**src/rtl/button_conditioner.sv**
```systemverilog
// Raw active-low push-button conditioner: sync, debounce, edge and long-press events.
// One independent channel per button; outputs are active high.
module button_conditioner #(
  parameter int NUM_BUTTONS     = 2,
  parameter int DEBOUNCE_CYCLES = 500000,
  parameter int HOLD_CYCLES     = 50000000
) (
  input  logic                   clk,
  input  logic                   rst,
  input  logic [NUM_BUTTONS-1:0] button,
  output logic [NUM_BUTTONS-1:0] button_level,
  output logic [NUM_BUTTONS-1:0] button_press,
  output logic [NUM_BUTTONS-1:0] button_release,
  output logic [NUM_BUTTONS-1:0] button_hold
);

  localparam int DW = $clog2(DEBOUNCE_CYCLES) + 1;
  localparam int HW = $clog2(HOLD_CYCLES) + 1;

  localparam logic [DW-1:0] DB_LAST   = DW'(DEBOUNCE_CYCLES - 1);
  localparam logic [DW-1:0] DB_ONE    = DW'(1);
  localparam logic [HW-1:0] HOLD_MAX  = HW'(HOLD_CYCLES);
  localparam logic [HW-1:0] HOLD_LAST = HW'(HOLD_CYCLES - 1);
  localparam logic [HW-1:0] HOLD_ONE  = HW'(1);

  for (genvar g = 0; g < NUM_BUTTONS; g++) begin : g_ch

    logic          sync1_q, sync1_d;
    logic          sync2_q, sync2_d;
    logic          sample;
    logic [DW-1:0] db_cnt_q, db_cnt_d;
    logic [HW-1:0] hold_cnt_q, hold_cnt_d;
    logic          level_q, level_d;
    logic          press_q, press_d;
    logic          release_q, release_d;
    logic          hold_q, hold_d;

    always_comb begin
      sync1_d   = button[g];
      sync2_d   = sync1_q;
      sample    = ~sync2_q;
      level_d   = level_q;
      press_d   = 1'b0;
      release_d = 1'b0;
      db_cnt_d  = db_cnt_q;

      // any sample agreeing with the accepted level restarts the count
      if (sample == level_q) begin
        db_cnt_d = '0;
      end else if (db_cnt_q == DB_LAST) begin
        level_d   = sample;
        db_cnt_d  = '0;
        press_d   = sample;
        release_d = ~sample;
      end else begin
        db_cnt_d = db_cnt_q + DB_ONE;
      end
    end

    always_comb begin
      hold_cnt_d = hold_cnt_q;
      hold_d     = 1'b0;

      // saturating count keeps the pulse to one per press
      if (!level_q) begin
        hold_cnt_d = '0;
      end else if (hold_cnt_q != HOLD_MAX) begin
        hold_cnt_d = hold_cnt_q + HOLD_ONE;
        hold_d     = (hold_cnt_q == HOLD_LAST) && !release_d;
      end
    end

    always_ff @(posedge clk) begin
      if (!rst) begin
        sync1_q    <= 1'b1;
        sync2_q    <= 1'b1;
        db_cnt_q   <= '0;
        hold_cnt_q <= '0;
        level_q    <= 1'b0;
        press_q    <= 1'b0;
        release_q  <= 1'b0;
        hold_q     <= 1'b0;
      end else begin
        sync1_q    <= sync1_d;
        sync2_q    <= sync2_d;
        db_cnt_q   <= db_cnt_d;
        hold_cnt_q <= hold_cnt_d;
        level_q    <= level_d;
        press_q    <= press_d;
        release_q  <= release_d;
        hold_q     <= hold_d;
      end
    end

    assign button_level[g]   = level_q;
    assign button_press[g]   = press_q;
    assign button_release[g] = release_q;
    assign button_hold[g]    = hold_q;

  end

endmodule

```
**config.mk**
```make
export PLATFORM = sky130hd
export DESIGN_NAME = button_conditioner
export DESIGN_NICKNAME = d
export VERILOG_FILES = /design/src/rtl/button_conditioner.sv
export SDC_FILE = /design/constraint.sdc
export NUM_CORES = 1
export LEC_CHECK = 0
export ABC_CLOCK_PERIOD_IN_PS = 6000
export CAP_MARGIN = 20
export CORE_MARGIN = 1.5
export CORE_UTILIZATION = 55
export DETAILED_ROUTE_END_ITERATION = 10
export PLACE_DENSITY = 0.77
export SLEW_MARGIN = 20
export SYNTH_ARGS = -nofsm -noshare
export SYNTH_HDL_FRONTEND = slang
export SYNTH_SLANG_ARGS = --single-unit
```
**constraint.sdc**
```tcl
create_clock -name clk -period 6 [get_ports clk]
set_clock_uncertainty 0.1 [all_clocks]
set_input_delay 1.2 -clock clk [delete_from_list [all_inputs] [get_ports clk]]
set_output_delay 1.2 -clock clk [all_outputs]
set_load 0.02 [all_outputs]
```
# After elaboration in Yosys (flattened, before gate mapping)
# Cells that the tools add are included.
[word_totals] inputBits=4 regBits=106 word_cells=53
[op_classes] bitwise_logic=7 n_eq_ne=8 reduce_logical=14 muxes=4 add_sub_neg=4
[op_table] op="27-bit by 1-bit adder with 27-bit output, second input constant" count=2
[op_table] op="27-bit by 26-bit equality test with 1-bit output, second input constant" count=2
[op_table] op="27-bit by 26-bit inequality test with 1-bit output, second input constant" count=2
[op_table] op="20-bit by 1-bit adder with 20-bit output, second input constant" count=2
[op_table] op="20-bit by 19-bit equality test with 1-bit output, second input constant" count=2
[op_table] op="3-bit OR reduction" count=4
[op_table] op="2-bit AND reduction" count=4
[op_table] op="1-bit inverter" count=7
[op_table] op="3-bit AND reduction" count=2
[op_table] op="1-bit 2-to-1 mux" count=4
[op_table] op="1-bit equality test" count=2
[op_table] op="1-bit logical AND" count=2
[op_table] op="1-bit logical NOT" count=2

# Logic depth before layout (Yosys ltp)
# Gate-level depths: netlist of the first run.
[depth] ltp_word=5 depth_mapped=7 depth_no_buf=6

# Worst setup path before layout of the first run
# OpenSTA, ideal clock, no wires.
[synth_timing] path_type="reg-to-reg" start="register g_ch[0].hold_cnt_q[1]" end="register g_ch[0].hold_cnt_q[18]" required_time_ns=5.772 arrival_ns=1.914 stages_incl_launch_ff=8 path_buffers=1 setup_slack_ns=3.858 cell_sequence="dfxtp_1 -> ha_1 -> inv_1 -> or4_2 -> clkbuf_1 -> nor4_1 -> xnor2_1 -> nor2_1"
[synth_via] elab_chain_len=1 elab_cells_between_ends=2 cone_classes="add/sub (1); eq/ne (1)"
[synth_lines] item="from (decl)" line="32" text="logic [HW-1:0] hold_cnt_q, hold_cnt_d;"
[synth_lines] item="from (signal assigned)" line="87" text="hold_cnt_q <= hold_cnt_d;"
[synth_lines] item="27-bit by 1-bit adder with 27-bit output / 27-bit by 26-bit inequality test with 1-bit output (equally long branches)" line="68, 67"
# Parallel ways exist; a longest one is shown, timed or not.
# A chain may end at the register's enable or synchronous reset.

# Final worst setup path of the first run
[layout_timing] start="input rst" end="register g_ch[0].hold_q"
[layout_via] elab_chain_len=1
[layout_lines] item="from (decl)" line="9" text="input logic rst,"
[layout_lines] item="3-bit AND reduction (no line)"
[layout_lines] item="to (signal assigned)" line="91" text="hold_q <= hold_d;"
[layout_lines] item="to (decl)" line="36" text="logic hold_q, hold_d;"
# No other way between the ends.

==> impl_metrics.xml, run 1 <==
<?xml version="1.0" encoding="UTF-8"?>
<metrics>
  <group name="timing">
    <metric name="share_of_the_clock_period_used_by_the_worst_path" unit="%">53.2</metric>
    <metric name="final-setup-viol-count" unit="">0</metric>
    <metric name="final-hold-violation-count" unit="">0</metric>
    <metric name="finalWorstPathRequiredPeriod" unit="ns">3.19</metric>
    <metric name="final.setup.tns" unit="ns">0</metric>
    <metric name="grt_setup_unrepaired" unit="">false</metric>
    <metric name="fmax" unit="GHz">0.313</metric>
    <metric name="worst-slew-pin-transition" unit="ns">0.920</metric>
    <metric name="slew_violations" unit="">0</metric>
    <metric name="slew-limit-headroom" unit="%">38.6</metric>
  </group>
  <group name="cells_and_area">
    <metric name="nets" unit="">555</metric>
    <metric name="num_antenna_cells" unit="">0</metric>
    <metric name="seqCellArea" unit="um^2">2120</metric>
    <metric name="mostFrequentLayoutCells" unit="">106 x sky130_fd_sc_hd__dfxtp_1, 105 x sky130_fd_sc_hd__nor2_1, 45 x sky130_fd_sc_hd__xnor2_1</metric>
    <metric name="multi_input_area" unit="um^2">2370</metric>
    <metric name="layout_cells_sized_above_1" unit="%">4.36</metric>
    <metric name="final_common_cell" unit="">sky130_fd_sc_hd__dfxtp_1</metric>
    <metric name="final.fill_count" unit="">709</metric>
    <metric name="areaGrowthSynthToFinish" unit="%">7.24</metric>
    <metric name="fin_area" unit="um^2">5020</metric>
  </group>
  <group name="synth">
    <metric name="synth_area_per_cell" unit="um^2">8.59</metric>
    <metric name="synthDominantAreaCellType" unit="">sky130_fd_sc_hd__dfxtp_1</metric>
    <metric name="synth_cell_types" unit="">37</metric>
    <metric name="ys_ff_latch" unit="">106</metric>
    <metric name="synth_nets" unit="">555</metric>
    <metric name="synth_area" unit="um^2">4680</metric>
    <metric name="synth_top_area_share" unit="%">45.3</metric>
    <metric name="synth_enable_flop_cells" unit="">0</metric>
    <metric name="synth-warning-count" unit="">0</metric>
    <metric name="synthArstFlopShare" unit="%">0</metric>
    <metric name="synth-main-ff-cell" unit="">sky130_fd_sc_hd__dfxtp_1</metric>
    <metric name="synth.yosys.seq_area_share" unit="%">45.3</metric>
    <metric name="syn-instance-count" unit="">545</metric>
    <metric name="yosys-top-cells-area" unit="">sky130_fd_sc_hd__dfxtp_1 45%, sky130_fd_sc_hd__nor2_1 8.4%, sky130_fd_sc_hd__xnor2_1 8.4%</metric>
  </group>
  <group name="routing">
    <metric name="ant_nets" unit="">0</metric>
    <metric name="post_drt_via_cell_ratio" unit="">5.44</metric>
    <metric name="num_vias" unit="">3564</metric>
    <metric name="route.final.wire_length" unit="um">8310</metric>
    <metric name="dr.first_iter.drc_count" unit="">102</metric>
    <metric name="detail_route.drc_violations" unit="">0</metric>
    <metric name="firstDrtPassIters" unit="">4</metric>
    <metric name="routed_wire_length_per_instance" unit="um">12.7</metric>
  </group>
  <group name="global_route">
    <metric name="globalRouteTotalUtil" unit="%">19.1</metric>
    <metric name="grt_pass1_vias" unit="">3211</metric>
    <metric name="grt.overflow.total" unit="">0</metric>
    <metric name="grt_max_degree" unit="">30</metric>
    <metric name="initial_antenna_violation_count" unit="">0</metric>
    <metric name="grt_pass1_wl" unit="um">13900</metric>
  </group>
  <group name="clock_tree">
    <metric name="cts-resized-gates" unit="">0</metric>
    <metric name="ctsRootBufferMaster" unit="">sky130_fd_sc_hd__clkbuf_8</metric>
    <metric name="cts-hold-fix-buffers" unit="">0</metric>
    <metric name="cts_tree" unit="">built</metric>
    <metric name="tritoncts.num_buffers" unit="">9</metric>
    <metric name="cts-root-to-sink-buffers" unit="">2</metric>
    <metric name="clock_sink_count" unit="">106</metric>
    <metric name="clk_latency" unit="ns">0.36</metric>
    <metric name="post-cts-setup-buffer-count" unit="">0</metric>
    <metric name="cts.clk_slew.worst_paths" unit="ns">0.09</metric>
    <metric name="htree_levels" unit="">3</metric>
  </group>
  <group name="power">
    <metric name="seqPwrFrac" unit="%">60.1</metric>
    <metric name="pwr-share-clk" unit="%">39.2</metric>
    <metric name="p_comb_share" unit="%">0.6</metric>
    <metric name="internal_power" unit="W">0.000926</metric>
    <metric name="max-vdd-ir-drop" unit="V">0.000107</metric>
    <metric name="power.switching_fraction" unit="%">21.1</metric>
    <metric name="power_density_relative_to_cell_area" unit="nW/um^2">234</metric>
    <metric name="power_switching" unit="W">0.000247</metric>
    <metric name="cellLeakagePower" unit="nW">1.46</metric>
  </group>
  <group name="worst_setup_path">
    <metric name="worstPathBufferInverterCount" unit="">1</metric>
    <metric name="cp_cell_sequence" unit="">clkdlybuf4s50_1, nand2_1, or4_1, nor3_1</metric>
    <metric name="crit_slowest_cell" unit="">sky130_fd_sc_hd__clkdlybuf4s50_1</metric>
    <metric name="cpPeakStageDelay" unit="ns">0.70</metric>
    <metric name="worst-endpoint-arrival" unit="ns">3.37</metric>
    <metric name="critPathCaptureType" unit="">flop</metric>
    <metric name="critPathKind" unit="">input port to flop</metric>
    <metric name="path_delay_family" unit="">simple AND/OR/NAND/NOR gates</metric>
    <metric name="cp_data_required_time" unit="ns">6.18</metric>
    <metric name="crit_path_max_fanout" unit="">29</metric>
    <metric name="start_kind" unit="">input port</metric>
  </group>
  <group name="placement">
    <metric name="gp_routability_congestion" unit="">0.791</metric>
    <metric name="placed_cell_area" unit="um^2">4800</metric>
    <metric name="hpwlAfterDp" unit="um">5670</metric>
    <metric name="place.port_buffers" unit="">11</metric>
  </group>
  <group name="die">
    <metric name="die_width" unit="um">95.3</metric>
    <metric name="start_util" unit="%">57.0</metric>
    <metric name="design.portCount" unit="">12</metric>
    <metric name="floorplan.rows" unit="">33</metric>
    <metric name="chipHeight" unit="um">95.3</metric>
    <metric name="area_of_the_placeable_core" unit="um^2">8220</metric>
    <metric name="fp.dieArea" unit="um^2">9080</metric>
  </group>
  <group name="run">
    <metric name="maxCapViolations" unit="">0</metric>
  </group>
  <group name="status">
    <metric name="status" unit="">finished clean</metric>
  </group>
  <group name="hold_path">
    <metric name="min_path_type" unit="">flop to flop</metric>
  </group>
</metrics>
==> synth_stat cells (4+ instances only) <==
cell                       count
sky130_fd_sc_hd__a21oi_1       8
sky130_fd_sc_hd__and3_1        8
sky130_fd_sc_hd__and4_1        8
sky130_fd_sc_hd__buf_4         8
sky130_fd_sc_hd__clkbuf_1     12
sky130_fd_sc_hd__dfxtp_1     106
sky130_fd_sc_hd__ha_1          6
sky130_fd_sc_hd__inv_1        20
sky130_fd_sc_hd__mux2i_1       4
sky130_fd_sc_hd__nand2_1      35
sky130_fd_sc_hd__nand2b_1      7
sky130_fd_sc_hd__nand3_1      31
sky130_fd_sc_hd__nand4_1      27
sky130_fd_sc_hd__nor2_1      105
sky130_fd_sc_hd__nor3_1       24
sky130_fd_sc_hd__nor4_1       13
sky130_fd_sc_hd__o21ai_0       6
sky130_fd_sc_hd__or3_1         9
sky130_fd_sc_hd__or4_1         4
sky130_fd_sc_hd__xnor2_1      45
sky130_fd_sc_hd__xor2_1       37
==> cells by family (layout without fill, tap and decap cells) <==
kind of cell    after synthesis  in the layout  share of synthesized area [%]
simple gates                289            289                           30.9
xor+xnor                     82             82                           15.3
flops                       106            106                           45.3
mux                           4              4                          0.855
buf+inv                      42             47                           4.17
compound gates               16             16                           1.79
fa+ha+maj                     6              6                           1.60
==> state kept, by name, indices dropped and copies added (netlist names) <==
signal / cells
g_ch.sync2_q: 2
g_ch.hold_q: 2
g_ch.db_cnt_q: 40
g_ch.press_q: 2
g_ch.hold_cnt_q: 54
g_ch.release_q: 2
g_ch.level_q: 2
g_ch.sync1_q: 2
==> power by group through the flow <==
stage / logic (W) / clock network (W) / registers [W]
2_1_floorplan: 0.00000447 / 0 / 0.000722
3_3_place_gp: 0.00000718 / 0 / 0.000722
3_5_place_dp: 0.00000742 / 0 / 0.000722
4_1_cts: 0.00000747 / 0.000468 / 0.000706
5_1_grt: 0.00000814 / 0.000496 / 0.000706
6_report: 0.00000738 / 0.000460 / 0.000706
==> metrics by stage <==
step | setup WS [ns] | utilization, % | power, W | hold slack [ns] | instances
6_report | 2.81 | 61.1 | 0.00117 | 0.319 | 655
5_1_grt | 2.57 | 61.1 | 0.00121 | 0.326 | 655
4_1_cts | 2.81 | 61.0 | 0.00118 | 0.322 | 655
3_5_place_dp | 2.45 | 58.5 | 0.000729 | 0.295 | 639
3_3_place_gp | 2.47 | 58.5 | 0.000729 | 0.291 | 639
2_1_floorplan | 3.86 | - | 0.000726 | 0.286 | 545
==> layout make-up <==
cell class	count	share of cell area, %
multi-input cells	397	47.2
flip-flops and latches	106	42.3
clock buffers	11	3.02
well taps	105	2.62
repair buffers	11	2.19
inverters	20	1.50
clock inverters	5	1.20
==> path summary, 6_finish.rpt <==
| check | start | end | slack, ns | depth (start not counted) |
|---|---|---|---|---|
| worst max register to register | g_ch[0].db_cnt_q[0] | g_ch[0].db_cnt_q[18] | 3.30 | 6 |
| worst min-delay path | g_ch[1].sync1_q | g_ch[1].sync2_q | 0.32 | 1 |
| worst max-delay path | rst | g_ch[0].hold_q | 2.81 | 4 |
| worst min register to register | g_ch[1].sync1_q | g_ch[1].sync2_q | 0.32 | 1 |
==> per-layer routing <==
metal	global-route usage, %	wire length [um]	part of all wire, %	up-vias
li1	-	-	-	1843
met1	25.3	4120	50	1678
met2	31.0	3880	47	35
met3	2.87	204	2.5	8
met4	7.71	107	1.3	0
met5	0	0	0	-
No activity file was read; power rests on OpenSTA's default activity.
==> run 2: changes to the inputs <==
--- a/config.mk
+++ b/config.mk
@@ -5,7 +5,7 @@
 export SDC_FILE = /design/constraint.sdc
 export NUM_CORES = 1
 export LEC_CHECK = 0
-export ABC_CLOCK_PERIOD_IN_PS = 6000
+export ABC_CLOCK_PERIOD_IN_PS = 3290
 export CAP_MARGIN = 20
 export CORE_MARGIN = 1.5
 export CORE_UTILIZATION = 55
==> constraint.sdc (replaced) <==
create_clock -name clk -period 3.29 [get_ports clk]
set_clock_uncertainty 0.1 [all_clocks]
set_input_delay 0.658 -clock clk [delete_from_list [all_inputs] [get_ports clk]]
set_output_delay 0.658 -clock clk [all_outputs]
set_load 0.02 [all_outputs]
==> impl_metrics.xml, run 2 (synthesis results as in run 1) <==
<?xml version="1.0" encoding="UTF-8"?>
<metrics>
  <group name="power">
    <metric name="max-vdd-ir-drop" unit="V">0.000177</metric>
    <metric name="cellLeakagePower" unit="nW">1.46</metric>
    <metric name="power_density_relative_to_cell_area" unit="nW/um^2">406</metric>
  </group>
  <group name="routing">
    <metric name="num_vias" unit="">3553</metric>
    <metric name="firstDrtPassIters" unit="">4</metric>
    <metric name="detail_route.drc_violations" unit="">0</metric>
    <metric name="post_drt_via_cell_ratio" unit="">5.40</metric>
    <metric name="routed_wire_length_per_instance" unit="um">12.5</metric>
    <metric name="route.final.wire_length" unit="um">8200</metric>
    <metric name="dr.first_iter.drc_count" unit="">110</metric>
    <metric name="ant_nets" unit="">0</metric>
  </group>
  <group name="timing">
    <metric name="share_of_the_clock_period_used_by_the_worst_path" unit="%">76.3</metric>
    <metric name="final-setup-viol-count" unit="">0</metric>
    <metric name="final.setup.tns" unit="ns">0</metric>
    <metric name="slew_violations" unit="">0</metric>
    <metric name="finalWorstPathRequiredPeriod" unit="ns">2.51</metric>
    <metric name="final-hold-violation-count" unit="">0</metric>
    <metric name="slew-limit-headroom" unit="%">51.1</metric>
    <metric name="grt_setup_unrepaired" unit="">false</metric>
    <metric name="fmax" unit="GHz">0.399</metric>
    <metric name="worst-slew-pin-transition" unit="ns">0.727</metric>
  </group>
  <group name="worst_setup_path">
    <metric name="cpPeakStageDelay" unit="ns">0.59</metric>
    <metric name="rr_endpoint" unit="">g_ch[0].db_cnt_q[12]</metric>
    <metric name="cp_data_required_time" unit="ns">3.42</metric>
    <metric name="critPathCaptureType" unit="">flop</metric>
    <metric name="crit_slowest_cell" unit="">sky130_fd_sc_hd__nand3b_1</metric>
    <metric name="r2r.worst_path.cells" unit="">6</metric>
    <metric name="cp_cell_sequence" unit="">ha_1, nand4_1, or4_1, nor3_1, nand3b_1, nor2_1</metric>
    <metric name="worstPathBufferInverterCount" unit="">0</metric>
    <metric name="critPathKind" unit="">flop to flop</metric>
    <metric name="crit_path_max_fanout" unit="">20</metric>
    <metric name="start_kind" unit="">flop</metric>
    <metric name="worst-endpoint-arrival" unit="ns">2.64</metric>
    <metric name="timing.critical_path.from" unit="">g_ch[0].db_cnt_q[0]</metric>
    <metric name="path_delay_family" unit="">simple AND/OR/NAND/NOR gates</metric>
    <metric name="reg2reg_setup_slack" unit="ns">0.78</metric>
    <metric name="r2r_start" unit="">g_ch[0].db_cnt_q[0]</metric>
  </group>
  <group name="clock_tree">
    <metric name="cts-resized-gates" unit="">0</metric>
    <metric name="cts.clk_slew.worst_paths" unit="ns">0.10</metric>
    <metric name="htree_levels" unit="">3</metric>
    <metric name="cts_tree" unit="">built</metric>
    <metric name="tritoncts.num_buffers" unit="">9</metric>
    <metric name="clk_latency" unit="ns">0.36</metric>
    <metric name="clock_sink_count" unit="">106</metric>
    <metric name="ctsRootBufferMaster" unit="">sky130_fd_sc_hd__clkbuf_8</metric>
    <metric name="cts-hold-fix-buffers" unit="">0</metric>
    <metric name="post-cts-setup-buffer-count" unit="">0</metric>
    <metric name="cts-root-to-sink-buffers" unit="">2</metric>
  </group>
  <group name="global_route">
    <metric name="initial_antenna_violation_count" unit="">0</metric>
    <metric name="grt_max_degree" unit="">29</metric>
    <metric name="grt_pass1_vias" unit="">3223</metric>
    <metric name="grt_pass1_wl" unit="um">14000</metric>
    <metric name="grt.overflow.total" unit="">0</metric>
    <metric name="globalRouteTotalUtil" unit="%">19.4</metric>
  </group>
  <group name="cells_and_area">
    <metric name="final_cell_count_no_fill" unit="">658</metric>
    <metric name="final_common_cell" unit="">sky130_fd_sc_hd__dfxtp_1</metric>
    <metric name="layout_cells_sized_above_1" unit="%">4.70</metric>
    <metric name="leading_registers_by_flop_count" unit="">g_ch.hold_cnt_q (54), g_ch.db_cnt_q (40)</metric>
    <metric name="areaGrowthSynthToFinish" unit="%">6.79</metric>
    <metric name="mostFrequentLayoutCells" unit="">106 x sky130_fd_sc_hd__dfxtp_1, 105 x sky130_fd_sc_hd__nor2_1, 45 x sky130_fd_sc_hd__xnor2_1</metric>
    <metric name="max_flop_register" unit="">g_ch.hold_cnt_q</metric>
    <metric name="largest_register_ff_count" unit="">54</metric>
    <metric name="num_antenna_cells" unit="">0</metric>
    <metric name="nets" unit="">558</metric>
    <metric name="final.fill_count" unit="">692</metric>
  </group>
  <group name="die">
    <metric name="floorplan.rows" unit="">33</metric>
    <metric name="fp.dieArea" unit="um^2">9080</metric>
    <metric name="chipHeight" unit="um">95.3</metric>
    <metric name="start_util" unit="%">57.0</metric>
    <metric name="design.portCount" unit="">12</metric>
    <metric name="area_of_the_placeable_core" unit="um^2">8220</metric>
    <metric name="die_width" unit="um">95.3</metric>
  </group>
  <group name="placement">
    <metric name="placed_cells_incl_taps" unit="">642</metric>
    <metric name="hpwlAfterDp" unit="um">5670</metric>
    <metric name="place.port_buffers" unit="">11</metric>
    <metric name="gp_routability_congestion" unit="">0.817</metric>
  </group>
  <group name="hold_path">
    <metric name="min_path_type" unit="">flop to flop</metric>
    <metric name="timing.hold.worst_path_depth" unit="">1</metric>
    <metric name="hold_crit_start" unit="">g_ch[1].sync1_q</metric>
    <metric name="min_to" unit="">g_ch[1].sync2_q</metric>
  </group>
  <group name="run">
    <metric name="maxCapViolations" unit="">0</metric>
  </group>
  <group name="status">
    <metric name="status" unit="">finished clean</metric>
  </group>
</metrics>
[run 2: cell count changes in the layout (fill, tap and decap cells not counted), sizes merged]
cell	before	now
buf	0	3
bufinv	1	0
clkbuf	11	9
clkinv	1	3
clkinvlp	1	0
inv	22	24
[run 2: layer usage]
| metal | vias up | global-route usage [%] | wire, um |
|---|---|---|---|
| li1 | 1841 | - | - |
| met1 | 1651 | 24.4 | 3950 |
| met2 | 53 | 33.0 | 3890 |
| met3 | 8 | 3.11 | 238 |
| met4 | 0 | 7.71 | 123 |
| met5 | - | 0 | 0 |
[run 2: power by group]
part | leakage [nW] | switching [W] | internal (W)
logic | 0.515 | 0.00000743 | 0.00000583
registers | 0.854 | 0.00000201 | 0.00129
clock network | 0.0946 | 0.000448 | 0.000283
[run 2: cell type report]
class	count	area, um^2	share of cell area [%]
multi-input cells	397	2360	47.3
flip-flops and latches	106	2120	42.4
repair buffers	14	133	2.65
well taps	105	131	2.63
clock buffers	9	124	2.48
inverters	20	75.1	1.50
clock inverters	7	50.0	1.00
[run 2: per-stage QoR]
stage / area, um^2 / power (W) / worst slack, ns / hold WS, ns / utilization, %
final: 5000 / 0.00203 / 0.781 / 0.319 / 60.8
after global routing: 5000 / 0.00210 / 0.483 / 0.337 / 60.8
after CTS: 5000 / 0.00205 / 0.760 / 0.321 / 60.8
after detailed placement: 4830 / 0.00133 / 0.776 / 0.297 / 58.7
after global placement: 4830 / 0.00133 / 0.855 / 0.290 / 58.7
after floorplan: 4680 / 0.00132 / 1.15 / 0.286 / -
[run 2: worst max path at each step]
stage / slack (ns) / endpoint / depth (start not counted)
global placement: 0.85 / g_ch[0].db_cnt_q[10] / 6
detailed placement: 0.78 / g_ch[0].db_cnt_q[12] / 6
finish: 0.78 / g_ch[0].db_cnt_q[12] / 6
floorplan: 1.15 / g_ch[0].hold_cnt_q[18] / 7
CTS: 0.76 / g_ch[0].db_cnt_q[12] / 6
global route: 0.48 / g_ch[0].db_cnt_q[19] / 6
==> run 3: changes to the inputs <==
--- a/config.mk
+++ b/config.mk
@@ -5,7 +5,7 @@
 export SDC_FILE = /design/constraint.sdc
 export NUM_CORES = 1
 export LEC_CHECK = 0
-export ABC_CLOCK_PERIOD_IN_PS = 3290
+export ABC_CLOCK_PERIOD_IN_PS = 2500
 export CAP_MARGIN = 20
 export CORE_MARGIN = 1.5
 export CORE_UTILIZATION = 55
==> constraint.sdc (replaced) <==
create_clock -name clk -period 2.5 [get_ports clk]
set_clock_uncertainty 0.1 [all_clocks]
set_input_delay 0.5 -clock clk [delete_from_list [all_inputs] [get_ports clk]]
set_output_delay 0.5 -clock clk [all_outputs]
set_load 0.02 [all_outputs]
==> impl_metrics.xml, run 3 (synthesis results as in run 1) <==
<?xml version="1.0" encoding="UTF-8"?>
<metrics>
  <group name="die">
    <metric name="die_width" unit="um">95.3</metric>
    <metric name="design.portCount" unit="">12</metric>
    <metric name="chipHeight" unit="um">95.3</metric>
    <metric name="area_of_the_placeable_core" unit="um^2">8220</metric>
    <metric name="fp.dieArea" unit="um^2">9080</metric>
    <metric name="floorplan.rows" unit="">33</metric>
    <metric name="start_util" unit="%">57.0</metric>
  </group>
  <group name="cells_and_area">
    <metric name="areaGrowthSynthToFinish" unit="%">8.93</metric>
    <metric name="final.fill_count" unit="">703</metric>
    <metric name="num_antenna_cells" unit="">0</metric>
    <metric name="seqCellArea" unit="um^2">2120</metric>
    <metric name="nets" unit="">565</metric>
    <metric name="leading_registers_by_flop_count" unit="">g_ch.hold_cnt_q (54), g_ch.db_cnt_q (40)</metric>
    <metric name="largest_register_ff_count" unit="">54</metric>
    <metric name="finish.utilization" unit="%">62.1</metric>
    <metric name="max_flop_register" unit="">g_ch.hold_cnt_q</metric>
    <metric name="final_common_cell" unit="">sky130_fd_sc_hd__dfxtp_1</metric>
    <metric name="mostFrequentLayoutCells" unit="">106 x sky130_fd_sc_hd__dfxtp_1, 105 x sky130_fd_sc_hd__nor2_1, 45 x sky130_fd_sc_hd__xnor2_1</metric>
    <metric name="layout_cells_sized_above_1" unit="%">5.89</metric>
    <metric name="multi_input_area" unit="um^2">2360</metric>
  </group>
  <group name="routing">
    <metric name="dr.first_iter.drc_count" unit="">100</metric>
    <metric name="route.final.wire_length" unit="um">8230</metric>
    <metric name="post_drt_via_cell_ratio" unit="">5.39</metric>
    <metric name="ant_nets" unit="">0</metric>
    <metric name="firstDrtPassIters" unit="">4</metric>
    <metric name="routed_wire_length_per_instance" unit="um">12.4</metric>
    <metric name="num_vias" unit="">3582</metric>
    <metric name="detail_route.drc_violations" unit="">0</metric>
  </group>
  <group name="clock_tree">
    <metric name="post-cts-setup-buffer-count" unit="">0</metric>
    <metric name="cts-root-to-sink-buffers" unit="">2</metric>
    <metric name="htree_levels" unit="">3</metric>
    <metric name="tritoncts.num_buffers" unit="">9</metric>
    <metric name="cts_tree" unit="">built</metric>
    <metric name="cts-resized-gates" unit="">0</metric>
    <metric name="cts-hold-fix-buffers" unit="">0</metric>
    <metric name="clk_latency" unit="ns">0.36</metric>
    <metric name="ctsRootBufferMaster" unit="">sky130_fd_sc_hd__clkbuf_8</metric>
    <metric name="cts.clk_slew.worst_paths" unit="ns">0.10</metric>
    <metric name="clock_sink_count" unit="">106</metric>
  </group>
  <group name="global_route">
    <metric name="grt_pass1_vias" unit="">3325</metric>
    <metric name="initial_antenna_violation_count" unit="">0</metric>
    <metric name="globalRouteTotalUtil" unit="%">19.7</metric>
    <metric name="grt_pass1_wl" unit="um">14100</metric>
    <metric name="grt.overflow.total" unit="">0</metric>
    <metric name="grt_max_degree" unit="">29</metric>
  </group>
  <group name="worst_setup_path">
    <metric name="cpPeakStageDelay" unit="ns">0.78</metric>
    <metric name="critPathKind" unit="">flop to flop</metric>
    <metric name="crit_path_max_fanout" unit="">10</metric>
    <metric name="r2r_start" unit="">g_ch[0].hold_cnt_q[1]</metric>
    <metric name="worst-endpoint-arrival" unit="ns">2.39</metric>
    <metric name="cp_cell_sequence" unit="">ha_1, inv_1, or4_2, nor4_1, xnor2_1, nor2_1</metric>
    <metric name="start_kind" unit="">flop</metric>
    <metric name="timing.critical_path.from" unit="">g_ch[0].hold_cnt_q[1]</metric>
    <metric name="cp_data_required_time" unit="ns">2.65</metric>
    <metric name="critPathCaptureType" unit="">flop</metric>
    <metric name="crit_slowest_cell" unit="">sky130_fd_sc_hd__or4_2</metric>
  </group>
  <group name="timing">
    <metric name="slew_violations" unit="">0</metric>
    <metric name="final-setup-viol-count" unit="">0</metric>
    <metric name="final.setup.tns" unit="ns">0</metric>
    <metric name="worst_hold_slack" unit="ns">0.318</metric>
    <metric name="share_of_the_clock_period_used_by_the_worst_path" unit="%">89.6</metric>
    <metric name="worst-slew-pin-transition" unit="ns">0.622</metric>
    <metric name="slew-limit-headroom" unit="%">58.1</metric>
    <metric name="fmax" unit="GHz">0.446</metric>
    <metric name="finalWorstPathRequiredPeriod" unit="ns">2.24</metric>
    <metric name="final-hold-violation-count" unit="">0</metric>
    <metric name="grt_setup_unrepaired" unit="">false</metric>
  </group>
  <group name="hold_path">
    <metric name="min_path_type" unit="">flop to flop</metric>
    <metric name="hold_crit_start" unit="">g_ch[1].sync1_q</metric>
  </group>
  <group name="power">
    <metric name="max-vdd-ir-drop" unit="V">0.000279</metric>
    <metric name="internal_power" unit="W">0.00226</metric>
    <metric name="seqPwrFrac" unit="%">59.9</metric>
    <metric name="pwr-share-clk" unit="%">39.4</metric>
    <metric name="cellLeakagePower" unit="nW">1.52</metric>
    <metric name="power_density_relative_to_cell_area" unit="nW/um^2">555</metric>
    <metric name="power_switching" unit="W">0.000574</metric>
    <metric name="p_comb_share" unit="%">0.7</metric>
    <metric name="power.switching_fraction" unit="%">20.3</metric>
  </group>
  <group name="placement">
    <metric name="hpwlAfterDp" unit="um">5790</metric>
    <metric name="place.port_buffers" unit="">11</metric>
    <metric name="gp_routability_congestion" unit="">0.847</metric>
  </group>
  <group name="run">
    <metric name="maxCapViolations" unit="">0</metric>
  </group>
  <group name="status">
    <metric name="status" unit="">finished clean</metric>
  </group>
</metrics>
run 3: changes by cell type in the layout (fill, tap and decap cells not counted):
cell / delta
sky130_fd_sc_hd__clkinv_4: +1
sky130_fd_sc_hd__clkinv_2: -3
sky130_fd_sc_hd__bufinv_16: +1
sky130_fd_sc_hd__buf_4: +7
sky130_fd_sc_hd__inv_6: -2
sky130_fd_sc_hd__clkbuf_8: +3
run 3: area by class of cell:
type                            count  area share (%)
Multi-Input combinational cell    397            46.4
Sequential cell                   106            41.6
Timing Repair Buffer               21            3.63
Clock buffer                       12            3.24
Tap cell                          105            2.58
Inverter                           20            1.47
Clock inverter                      4            1.10
run 3: layer usage:
metal  GRT usage (%)  wire (um)  up-vias  share of wire [%]
met1            23.7       4010     1678                 49
met2            34.0       3880       45                 47
met3            4.70        278        4                3.4
li1                -          -     1855                  -
met4            7.21         68        0               0.83
met5               0          0        -                  0
run 3: power by group through the flow:
stage	Sequential [W]	Combinational, W	Clock (W)
finish	0.00169	0.0000201	0.00112
CTS	0.00169	0.0000204	0.00115
floorplan	0.00173	0.0000107	0
global route	0.00169	0.0000220	0.00121
detailed placement	0.00173	0.0000202	0
global placement	0.00173	0.0000199	0
run 3: worst max-delay path, delay by kind of cell, from the launching register on:
| family | cells | cell delay [ns] |
|---|---|---|
| XOR/XNOR | 1 | 0.16 |
| adder cells (fa/ha/maj) | 1 | 0.21 |
| buffers and inverters | 1 | 0.07 |
| flip-flops | 1 | 0.42 |
| AND/OR/NAND/NOR | 3 | 1.17 |
run 3: final timing paths:
path	to	slack, ns	cells past startpoint
min reg2reg	g_ch[1].sync2_q	0.32	1
max	g_ch[0].hold_cnt_q[18]	0.26	6
min	g_ch[1].sync2_q	0.32	1
max reg2reg	g_ch[0].hold_cnt_q[18]	0.26	6
run 3: per-stage QoR:
| step | std cells | power (W) | setup WS [ns] | instance area (um^2) |
|---|---|---|---|---|
| 4_1_cts | 665 | 0.00286 | 0.253 | 5100 |
| 6_report | 665 | 0.00283 | 0.260 | 5100 |
| 3_3_place_gp | 649 | 0.00175 | 0.319 | 4880 |
| 5_1_grt | 665 | 0.00293 | 0.0425 | 5100 |
| 2_1_floorplan | 545 | 0.00174 | 0.358 | 4680 |
| 3_5_place_dp | 649 | 0.00175 | 0.282 | 4880 |
==> edit: new RTL, config.mk and constraints of run 3 <==
Register the output `button_level` once more, without a reset; this adds one clock of latency there. The other outputs are not delayed to match.
--- a/src/rtl/button_conditioner.sv
+++ b/src/rtl/button_conditioner.sv
@@ -22,6 +22,8 @@
   localparam logic [HW-1:0] HOLD_MAX  = HW'(HOLD_CYCLES);
   localparam logic [HW-1:0] HOLD_LAST = HW'(HOLD_CYCLES - 1);
   localparam logic [HW-1:0] HOLD_ONE  = HW'(1);
+
+  logic [NUM_BUTTONS-1:0] button_level_d;
 
   for (genvar g = 0; g < NUM_BUTTONS; g++) begin : g_ch
 
@@ -92,12 +94,16 @@
       end
     end
 
-    assign button_level[g]   = level_q;
+    assign button_level_d[g]   = level_q;
     assign button_press[g]   = press_q;
     assign button_release[g] = release_q;
     assign button_hold[g]    = hold_q;
 
   end
 
+  always_ff @(posedge clk) begin
+    button_level <= button_level_d;
+  end
+
 endmodule
 
Function: same outputs for any inputs over 10 cycles, from zero or initial values and one cycle with rst low; that may be too few to reach the edited logic, so the function may still have changed.
==> edit against run 3 <==
Routed wire length increased by 17%; critical endpoint is now g_ch[1].hold_cnt_q[20]; synthesized cell count rose by 7.3%; total power increased by 4.1%; highest routed layer unchanged; final area increased by 6.1%; count of clock-buffer cells in the layout decreased by 2; synthesized area up 6.9%; clock power rose by 7%; worst setup slack better by 86 ps; sequential power is 2% higher; sequential cell count grew 2; largest cell class unchanged.
==> edit: results (changes against run 3) <==
| Group | Metric | Value | Delta |
|:---|:---|:---|:---|
| outcome | Run status | completed | unchanged |
| logic synthesis | Post-Syn Area per Cell | 8.56 um^2 | was 8.59 um^2 |
| power and ir drop | Power density over the cells | 545 nW/um^2 | was 555 nW/um^2 |
| finish | Share of final-layout standard cells stronger than drive strength 1 | 5.09% | was 5.89% |
| detailed routing | Routed length on met3 | 259 um | was 278 um |
| place | Minimum setup slack after placement | 365 ps | was 282 ps |
| grt | Number of global-route vias before repair | 3,881 | was 3,325 |
| finish | Filler cell count in the final layout | 734 | was 703 |
| finish | Clock network share of area | 4.28% | was 4.34% |
| power and ir drop | Worst ir drop on vdd | 0.307 mV | was 0.279 mV |
| place | Weighted congestion reported at the end of routability-driven placement | 0.782 | was 0.847 |
| detailed routing | Number of DRC markers after the initial detailed-route iteration | 202 | was 100 |
| timing | Worst slew margin relative to its limit | 67.4% | was 58.1% |
| grt | Largest net degree at the start of global routing | 23 | was 29 |
| detailed routing | Met1 routed wirelength after detailed routing | 4740 um | was 4010 um |
| grt | Global routing usage on met3 | 4.29% | was 4.70% |
| grt | Wire length of the first global-routing pass | 17,200 um | was 14,100 um |
| logic synthesis | Synthesized net count | 595 | was 555 |
| finish | Nets | 594 | was 565 |
| logic synthesis | Leading cell types by count after synthesis | sky130_fd_sc_hd__dfxtp_1 (108), sky130_fd_sc_hd__nor2_1 (60), sky130_fd_sc_hd__a21oi_1 (40) | was sky130_fd_sc_hd__dfxtp_1 (106), sky130_fd_sc_hd__nor2_1 (105), sky130_fd_sc_hd__xnor2_1 (45) |
| logic synthesis | Sequential element share of the synthesized area | 43.2% | was 45.3% |
| logic synthesis | Share of the synthesized area in the top cell type | 43.2% | was 45.3% |
| logic synthesis | Synth Area in XOR/XNOR | 7.87% | was 15.3% |
| place | Detail Placement HPWL | 6690 um | was 5790 um |
| detailed routing | Total met2 wirelength after detailed routing | 4540 um | was 3880 um |
| finish | Layout multi-input combinational cell count | 424 | was 397 |
| worst setup path | Highest fanout seen on the critical path | 9 | was 10 |
| finish | Multi-input gate share of the layout cell area | 48.4% | was 46.4% |
| power and ir drop | Static Leakage | 0.00158 uW | was 0.00152 uW |
| grt | GR Util met1 | 27.7% | was 23.7% |
| detailed routing | Wire length after detailed routing | 9650 um | was 8230 um |
| place | Placed cells | 681 | was 649 |
[edit: cell families (layout without fill, tap and decap cells)]
group | Yosys count | after routing
multiplexers | 1 | 1
AO/OA/AOI/OAI | 96 | 96
adder cells (fa/ha/maj) | 6 | 6
buffers and inverters | 53 | 57
flip-flops | 108 | 108
AND/OR/NAND/NOR | 276 | 276
XOR/XNOR | 45 | 45
[edit: final timing paths]
check	cells after the start	slack, ps	endpoint	from
max reg2reg	6	350	g_ch[1].hold_cnt_q[20]	g_ch[1].hold_cnt_q[1]
max	6	350	g_ch[1].hold_cnt_q[20]	g_ch[1].hold_cnt_q[1]
min reg2reg	1	310	g_ch[1].sync2_q	g_ch[1].sync1_q
min	1	310	g_ch[1].sync2_q	g_ch[1].sync1_q
[edit: where the power goes]
| group | total, uW | internal (uW) | switching, uW |
|---|---|---|---|
| logic | 20.5 | 9.75 | 10.7 |
| clock network | 1200 | 601 | 600 |
| registers | 1730 | 1720 | 2.04 |
